`src/rtl/change_dispenser_pkg.sv`:
```
// Shared definitions for the change dispenser: FSM state type, coin type encodings,
// coin values in cents and the special item codes shared with the vending controller.
package change_dispenser_pkg;

  typedef enum logic [3:0] {
    StIdle,
    StVend,
    StDollar,
    StQuarter,
    StDime,
    StNickel,
    StGap,
    StDone,
    StFault
  } state_e;

  localparam logic [1:0] COIN_NICKEL  = 2'd0;
  localparam logic [1:0] COIN_DIME    = 2'd1;
  localparam logic [1:0] COIN_QUARTER = 2'd2;
  localparam logic [1:0] COIN_DOLLAR  = 2'd3;

  localparam logic [7:0] CENTS_NICKEL  = 8'd5;
  localparam logic [7:0] CENTS_DIME    = 8'd10;
  localparam logic [7:0] CENTS_QUARTER = 8'd25;
  localparam logic [7:0] CENTS_DOLLAR  = 8'd100;

  // Item codes 0..5 are real products; these two mean "nothing to vend".
  localparam logic [2:0] ITEM_MAX     = 3'd5;
  localparam logic [2:0] ITEM_NOFUNDS = 3'd6;
  localparam logic [2:0] ITEM_REJECT  = 3'd7;

  // Largest denomination still owed, or StDone when nothing is left.
  function automatic state_e next_coin_state(input logic       dollar,
                                             input logic [1:0] quarters,
                                             input logic [3:0] dimes,
                                             input logic [4:0] nickels);
    state_e st;
    if (dollar)                st = StDollar;
    else if (quarters != '0)   st = StQuarter;
    else if (dimes != '0)      st = StDime;
    else if (nickels != '0)    st = StNickel;
    else                       st = StDone;
    return st;
  endfunction

  function automatic logic [1:0] coin_type_of(input state_e st);
    logic [1:0] t;
    case (st)
      StDollar:  t = COIN_DOLLAR;
      StQuarter: t = COIN_QUARTER;
      StDime:    t = COIN_DIME;
      default:   t = COIN_NICKEL;
    endcase
    return t;
  endfunction

  function automatic logic [7:0] coin_cents_of(input state_e st);
    logic [7:0] c;
    case (st)
      StDollar:  c = CENTS_DOLLAR;
      StQuarter: c = CENTS_QUARTER;
      StDime:    c = CENTS_DIME;
      default:   c = CENTS_NICKEL;
    endcase
    return c;
  endfunction

endpackage

```
`src/rtl/change_dispenser_handshake_timer.sv`:
```
// handshake_timer: request/ack qualification, ack timeout counter and inter-request gap
// counter, shared by the vend and coin paths of change_dispenser.
//   vend_req/coin_req   : registered requests currently driven by the parent
//   vend_ack/coin_ack   : acks from the mechanisms
//   busy                : parent sits in a handshake state (vend or coin)
//   leave               : parent leaves its current state at the next edge
//   in_gap              : parent sits in the gap state
//   ack_ok              : an ack matching an outstanding request
//   timeout             : timeout expires at this edge with no ack
//   gap_done            : last cycle of the gap
module handshake_timer #(
  parameter int unsigned GAP_CYCLES = 4,
  parameter int unsigned TIMEOUT    = 1000
) (
  input  logic clock,
  input  logic reset_n,
  input  logic vend_req,
  input  logic vend_ack,
  input  logic coin_req,
  input  logic coin_ack,
  input  logic busy,
  input  logic leave,
  input  logic in_gap,
  output logic ack_ok,
  output logic timeout,
  output logic gap_done
);

  localparam int unsigned TW = $clog2(TIMEOUT + 1);
  localparam int unsigned GW = $clog2(GAP_CYCLES + 1);
  localparam logic [TW-1:0] TMO_LAST = TW'(TIMEOUT - 1);
  localparam logic [GW-1:0] GAP_LAST = GW'(GAP_CYCLES - 1);

  logic [TW-1:0] tmo_q, tmo_d;
  logic [GW-1:0] gap_q, gap_d;

  always_comb begin
    // An ack only counts against a request that is actually being driven.
    ack_ok   = (vend_req & vend_ack) | (coin_req & coin_ack);
    // The ack wins when it lands on the expiring cycle.
    timeout  = busy && (tmo_q == TMO_LAST) && !ack_ok;
    gap_done = in_gap && (gap_q == GAP_LAST);
    // Handshake states are never adjacent, so the counter is always zero on entry.
    tmo_d    = (busy && !leave) ? tmo_q + TW'(1) : '0;
    gap_d    = (in_gap && !gap_done) ? gap_q + GW'(1) : '0;
  end

  always_ff @(posedge clock or negedge reset_n) begin
    if (!reset_n) begin
      tmo_q <= '0;
      gap_q <= '0;
    end else begin
      tmo_q <= tmo_d;
      gap_q <= gap_d;
    end
  end

endmodule

```
`src/rtl/change_dispenser.sv`:
```
// change_dispenser: captures one transaction result, pulses the vend solenoid, then ejects
// change one coin at a time (largest first) through req/ack handshakes with timeout.
//   load, item_dispensed, change_*  : transaction capture (only while ready)
//   ready                           : idle, load accepted
//   vend_req/vend_item/vend_ack     : vend mechanism handshake
//   coin_req/coin_type/coin_ack     : coin ejector handshake
//   refund_cents                    : saturating running total ejected this transaction
//   done                            : one-cycle completion pulse
//   fault                           : sticky timeout flag, cleared only by reset_n
module change_dispenser
  import change_dispenser_pkg::*;
#(
  parameter int unsigned GAP_CYCLES = 4,
  parameter int unsigned TIMEOUT    = 1000
) (
  input  logic       clock,
  input  logic       reset_n,
  input  logic       load,
  input  logic [2:0] item_dispensed,
  input  logic       change_dollar,
  input  logic [1:0] change_quarters,
  input  logic [3:0] change_dimes,
  input  logic [4:0] change_nickels,
  output logic       ready,
  output logic       vend_req,
  output logic [2:0] vend_item,
  input  logic       vend_ack,
  output logic       coin_req,
  output logic [1:0] coin_type,
  input  logic       coin_ack,
  output logic [7:0] refund_cents,
  output logic       done,
  output logic       fault
);

  state_e     state_q, state_d;
  logic [2:0] item_q, item_d;
  logic       dollar_q, dollar_d;
  logic [1:0] quarters_q, quarters_d;
  logic [3:0] dimes_q, dimes_d;
  logic [4:0] nickels_q, nickels_d;
  logic [7:0] refund_q, refund_d;
  logic       ready_q, ready_d;
  logic       vend_req_q, vend_req_d;
  logic [2:0] vend_item_q, vend_item_d;
  logic       coin_req_q, coin_req_d;
  logic [1:0] coin_type_q, coin_type_d;
  logic       done_q, done_d;
  logic       fault_q, fault_d;

  logic       busy, in_gap, leave;
  logic       ack_ok, timeout, gap_done;
  logic [8:0] refund_sum;

  handshake_timer #(
    .GAP_CYCLES(GAP_CYCLES),
    .TIMEOUT   (TIMEOUT)
  ) u_timer (
    .clock   (clock),
    .reset_n (reset_n),
    .vend_req(vend_req_q),
    .vend_ack(vend_ack),
    .coin_req(coin_req_q),
    .coin_ack(coin_ack),
    .busy    (busy),
    .leave   (leave),
    .in_gap  (in_gap),
    .ack_ok  (ack_ok),
    .timeout (timeout),
    .gap_done(gap_done)
  );

  always_comb begin
    busy   = state_q inside {StVend, StDollar, StQuarter, StDime, StNickel};
    in_gap = (state_q == StGap);

    state_d    = state_q;
    item_d     = item_q;
    dollar_d   = dollar_q;
    quarters_d = quarters_q;
    dimes_d    = dimes_q;
    nickels_d  = nickels_q;
    refund_d   = refund_q;
    refund_sum = {1'b0, refund_q} + {1'b0, coin_cents_of(state_q)};

    unique case (state_q)
      StIdle: begin
        if (load) begin
          item_d     = item_dispensed;
          dollar_d   = change_dollar;
          quarters_d = change_quarters;
          dimes_d    = change_dimes;
          nickels_d  = change_nickels;
          refund_d   = '0;
          state_d    = (item_dispensed <= ITEM_MAX) ? StVend
                     : next_coin_state(change_dollar, change_quarters, change_dimes,
                                       change_nickels);
        end
      end
      StVend: begin
        if (ack_ok)       state_d = StGap;
        else if (timeout) state_d = StFault;
      end
      StDollar, StQuarter, StDime, StNickel: begin
        if (ack_ok) begin
          state_d  = StGap;
          refund_d = refund_sum[8] ? 8'hFF : refund_sum[7:0];
          case (state_q)
            StDollar:  dollar_d   = 1'b0;
            StQuarter: quarters_d = quarters_q - 2'd1;
            StDime:    dimes_d    = dimes_q - 4'd1;
            default:   nickels_d  = nickels_q - 5'd1;
          endcase
        end else if (timeout) begin
          state_d = StFault;
        end
      end
      StGap: begin
        if (gap_done) state_d = next_coin_state(dollar_q, quarters_q, dimes_q, nickels_q);
      end
      StDone:  state_d = StIdle;
      StFault: state_d = StFault;
      default: state_d = StIdle;
    endcase

    leave = (state_d != state_q);

    // Requests rise one cycle after state entry (state_q already there) and drop on the
    // edge that samples the ack or the timeout.
    ready_d     = (state_d == StIdle);
    vend_req_d  = (state_q == StVend) && !leave;
    vend_item_d = vend_req_d ? item_q : '0;
    coin_req_d  = busy && (state_q != StVend) && !leave;
    coin_type_d = coin_req_d ? coin_type_of(state_q) : COIN_NICKEL;
    done_d      = (state_q == StDone);
    fault_d     = fault_q | (state_d == StFault);
  end

  always_ff @(posedge clock or negedge reset_n) begin
    if (!reset_n) begin
      state_q     <= StIdle;
      item_q      <= '0;
      dollar_q    <= 1'b0;
      quarters_q  <= '0;
      dimes_q     <= '0;
      nickels_q   <= '0;
      refund_q    <= '0;
      ready_q     <= 1'b1;
      vend_req_q  <= 1'b0;
      vend_item_q <= '0;
      coin_req_q  <= 1'b0;
      coin_type_q <= '0;
      done_q      <= 1'b0;
      fault_q     <= 1'b0;
    end else begin
      state_q     <= state_d;
      item_q      <= item_d;
      dollar_q    <= dollar_d;
      quarters_q  <= quarters_d;
      dimes_q     <= dimes_d;
      nickels_q   <= nickels_d;
      refund_q    <= refund_d;
      ready_q     <= ready_d;
      vend_req_q  <= vend_req_d;
      vend_item_q <= vend_item_d;
      coin_req_q  <= coin_req_d;
      coin_type_q <= coin_type_d;
      done_q      <= done_d;
      fault_q     <= fault_d;
    end
  end

  assign ready        = ready_q;
  assign vend_req     = vend_req_q;
  assign vend_item    = vend_item_q;
  assign coin_req     = coin_req_q;
  assign coin_type    = coin_type_q;
  assign refund_cents = refund_q;
  assign done         = done_q;
  assign fault        = fault_q;

endmodule

```
`config.mk`:
```
export PLATFORM = sky130hd
export DESIGN_NAME = change_dispenser
export DESIGN_NICKNAME = d
export VERILOG_FILES = /design/src/rtl/change_dispenser_pkg.sv /design/src/rtl/change_dispenser_handshake_timer.sv /design/src/rtl/change_dispenser.sv
export SDC_FILE = /design/constraint.sdc
export NUM_CORES = 1
export LEC_CHECK = 0
export BUFFER_PORTS_ARGS = -buffer_cell sky130_fd_sc_hd__buf_2
export CAP_MARGIN = 20
export CORE_MARGIN = 5
export CORE_UTILIZATION = 54
export CTS_BUF_LIST = sky130_fd_sc_hd__clkbuf_4
export CTS_CLUSTER_SIZE = 30
export DETAILED_ROUTE_END_ITERATION = 12
export MAX_ROUTING_LAYER = met4
export PLACE_DENSITY = 0.76
export SYNTH_ARGS = -nofsm -noshare
export SYNTH_HDL_FRONTEND = slang
export SYNTH_SLANG_ARGS = --single-unit
```
`constraint.sdc`:
```
create_clock -name clock -period 2.5 [get_ports clock]
set_clock_uncertainty 0.05 [all_clocks]
set_input_delay 0.125 -clock clock [delete_from_list [all_inputs] [get_ports clock]]
set_output_delay 0.125 -clock clock [all_outputs]
set_load 0.02 [all_outputs]
```
==> flow_summary.json <==
{
  "synthArstFlopShare": 1.00,
  "grt_pass1_vias": 2322,
  "ir_drop_mv": 0.734,
  "antenna_found_initial": 0,
  "wl_met3_um": 346,
  "crit_type": "flip-flop to flip-flop",
  "syn2layout_area_growth_pct": 22.1,
  "wl_per_cell_um": 14.9,
  "io_buffers": 37,
  "rrSetupSlack_ps": 20,
  "crit_slowest_cell": "dfrtp_2",
  "hp-class": "primary input to flip-flop",
  "start_util": 0.556,
  "cts_sinks": 50,
  "crit_path_max_incr_delay_ps": 480,
  "drt-met1-wl_um": 2870,
  "worstPathMaxFanout": 3,
  "cts.htree.levels": 2,
  "min_period_ps": 2480,
  "globalRouteOverflowTotal": 0,
  "end_kind": "flip-flop",
  "layout.cells.most_common": "dfrtp_1",
  "yosysTopAreaCell": "dfrtp_1",
  "ys_seq_area_frac": 0.441,
  "final_cell_mix": "dfrtp_1, buf_2, nor2_1",
  "vias_per_cell": 5.72,
  "ys_top_cells_by_area": "dfrtp_1, ha_1, a21oi_1",
  "status": "complete, no violations",
  "final_max_slew_viol_count": 0,
  "synthCells": 304,
  "r2r-end": "refund_cents[6]",
  "dp_cells": 417,
  "setup_violations": 0,
  "synth-compound-area-share": 0.171,
  "drc_errors": 0,
  "dieHeight_um": 82.5,
  "leakage_nw": 1.65,
  "num_vias": 2510,
  "die_w_um": 82.5,
  "synthAdderAreaFrac": 0.0732,
  "synth_top_family_by_area": "simple AND/OR/NAND/NOR gates",
  "dp_hpwl_um": 4690,
  "worst_pin_slew_ps": 933,
  "wl_met2_um": 3190,
  "hold_end": "nickels_q[1]",
  "final-hold-violation-count": 0,
  "grt_pass1_wl_um": 10800,
  "worstHoldStart": "change_nickels[1]",
  "dr.pass1.iters": 6,
  "drtIter0Drc": 145,
  "grt_max_degree": 44,
  "synth-warning-count": 0,
  "synth_seq_cells": 50,
  "cts_buffers": 5,
  "io_pins": 38,
  "clkSlewWorstSetupHoldPaths_ps": 140,
  "die-area_um2": 6800,
  "antenna_cells": 0,
  "coreArea_um2": 5110,
  "crit_path_start_kind": "flip-flop",
  "insertion_delay_ps": 390,
  "power_mw": 4.50,
  "netlist_area_um2": 2840,
  "yosysUniqueCellTypes": 52,
  "crit_buf_inv": 0,
  "hold_slack_ps": 9.66,
  "cp.arrival_ps": 2710,
  "power-per-cell-area_nw_per_um2": 1300,
  "ff_latch_area_um2": 1250,
  "multi_input_area_um2": 1530,
  "setup_ws_ps": 22.2,
  "pre_cts_ws_ps": -48.2,
  "r2r_cells": 10,
  "synth.area.mux_share": 0.0119,
  "synth_nets": 340,
  "worstPathCellList": "xnor2_4, nor2_2, nand2_2, ha_4, fa_2, a211o_1, a21oi_2, o21bai_1, xor2_1, a211o_1",
  "grt_usage": 0.213,
  "synth_top_cell_area_share": 0.432,
  "cap_violations": 0,
  "final_nets": 404,
  "root_buffer": "clkbuf_4",
  "period_share": 0.991,
  "nFillCells": 411,
  "synth-xor-area-share": 0.0340,
  "path_common_cell": "a211o_1",
  "stdcell_count": 439,
  "whs_path_depth": 3,
  "synthFlopType": "dfrtp_1",
  "wl_um": 6540,
  "routed.top_layer": "met4",
  "avgSynthCellArea_um2": 9.33,
  "reg2reg_from": "state_q[2]",
  "worstPathRequired_ps": 2730,
  "cts_tree": "done",
  "gp_congestion": 0.949,
  "drive_above_1_share": 0.249,
  "slew-limit-headroom": 0.378,
  "synth-edff-count": 0,
  "fmaxAchievable_ghz": 0.404,
  "synthSimpleGateAreaFrac": 0.223,
  "path_delay_family": "compound AO/OA/AOI/OAI gates",
  "clk_path_buf_depth": 2,
  "std_cell_rows": 26,
  "ant_nets": 0,
  "rsz0062_at_grt": "yes"
}
worst register-to-register path, cell delays in order, from the launching register on:
cell	delay, ps
dfrtp_2	480
xnor2_4	160
nor2_2	120
nand2_2	80
ha_4	170
fa_2	360
a211o_1	300
a21oi_2	150
o21bai_1	90
xor2_1	150
a211o_1	270
metal layers:
layer | vias to the layer above | track usage
met5 | - | -
met4 | 0 | 0.0686
met1 | 1193 | 0.280
li1 | 1212 | -
met3 | 16 | 0.0369
met2 | 89 | 0.337
synth_stat cells (2+ instances only):
cell	instances
a21o_1	2
a31oi_1	2
inv_1	17
nor2_1	32
o21ai_0	19
nor3_1	18
a211o_1	8
dfrtp_1	49
mux2_2	3
and3_1	5
xnor2_1	4
nor2b_1	2
and2_1	3
o21bai_1	2
nor4_1	2
a211oi_1	3
nor3b_1	5
a21oi_1	27
ha_1	15
or2_2	4
buf_2	4
a22oi_1	2
nand4_1	3
nand2_1	19
o21ai_1	2
xor2_1	7
clkbuf_1	4
or3_1	8
nand3_1	10
logic make-up after synthesis:
group                    Yosys count
AO/OA/AOI/OAI                     77
XOR/XNOR                          11
adder cells (fa/ha/maj)           16
buffers and inverters             28
flip-flops                        50
multiplexers                       3
AND/OR/NAND/NOR                  119
how the worst max path moves through the flow:
stage	end	from	cells past startpoint	slack (ps)
final	refund_cents[6]	state_q[2]	10	20
after global routing	refund_cents[6]	state_q[2]	10	-50
after CTS	refund_cents[6]	state_q[2]	10	5
after detailed placement	refund_cents[6]	state_q[2]	10	-50
after global placement	refund_cents[6]	state_q[2]	10	30
after floorplan	refund_cents[6]	state_q[2]	11	-10
per-stage QoR:
step                       util  setup TNS [ps]  instance area, µm²
after floorplan               -           -12.1                2870
after global placement    0.627               0                3200
after detailed placement  0.627           -48.2                3200
after CTS                 0.668               0                3410
after global routing      0.678           -50.5                3460
final                     0.678               0                3460
report_power, final:
| part | switching (mW) | total (mW) | internal, mW |
|---|---|---|---|
| registers | 0.226 | 1.30 | 1.08 |
| logic | 1.50 | 2.70 | 1.21 |
| clock network | 0.266 | 0.488 | 0.222 |
| total | 1.99 | 4.50 | 2.51 |
state kept, by name, indices dropped and copies added, names as in the netlist, 3 cells and up:
signal and flops:
refund_cents 8, u_timer.tmo_q 10, vend_item 3, item_q 3
dimes_q 4, u_timer.gap_q 3, nickels_q 5, state_q 4
area by class of cell:
| cell class | instances | share of cell area |
|---|---|---|
| Clock buffer | 6 | 0.0130 |
| Clock inverter | 2 | 0.0108 |
| Inverter | 17 | 0.0184 |
| Multi-Input combinational cell | 226 | 0.441 |
| Sequential cell | 50 | 0.362 |
| Tap cell | 70 | 0.0253 |
| Timing Repair Buffer | 68 | 0.129 |
what timing repair did:
| action | in CTS | in global routing |
|---|---|---|
| endpoints found under the setup margin | 2 | 8 |
| setup buffers | 1 | 1 |
| cloned | 0 | 0 |
| gates resized for setup | 1 | 10 |
| endpoints found under the hold margin | 52 | 0 |
| pin swaps | 1 | 4 |
| hold buffers | 12 | 0 |
No activity file was read; power rests on OpenSTA's default activity.
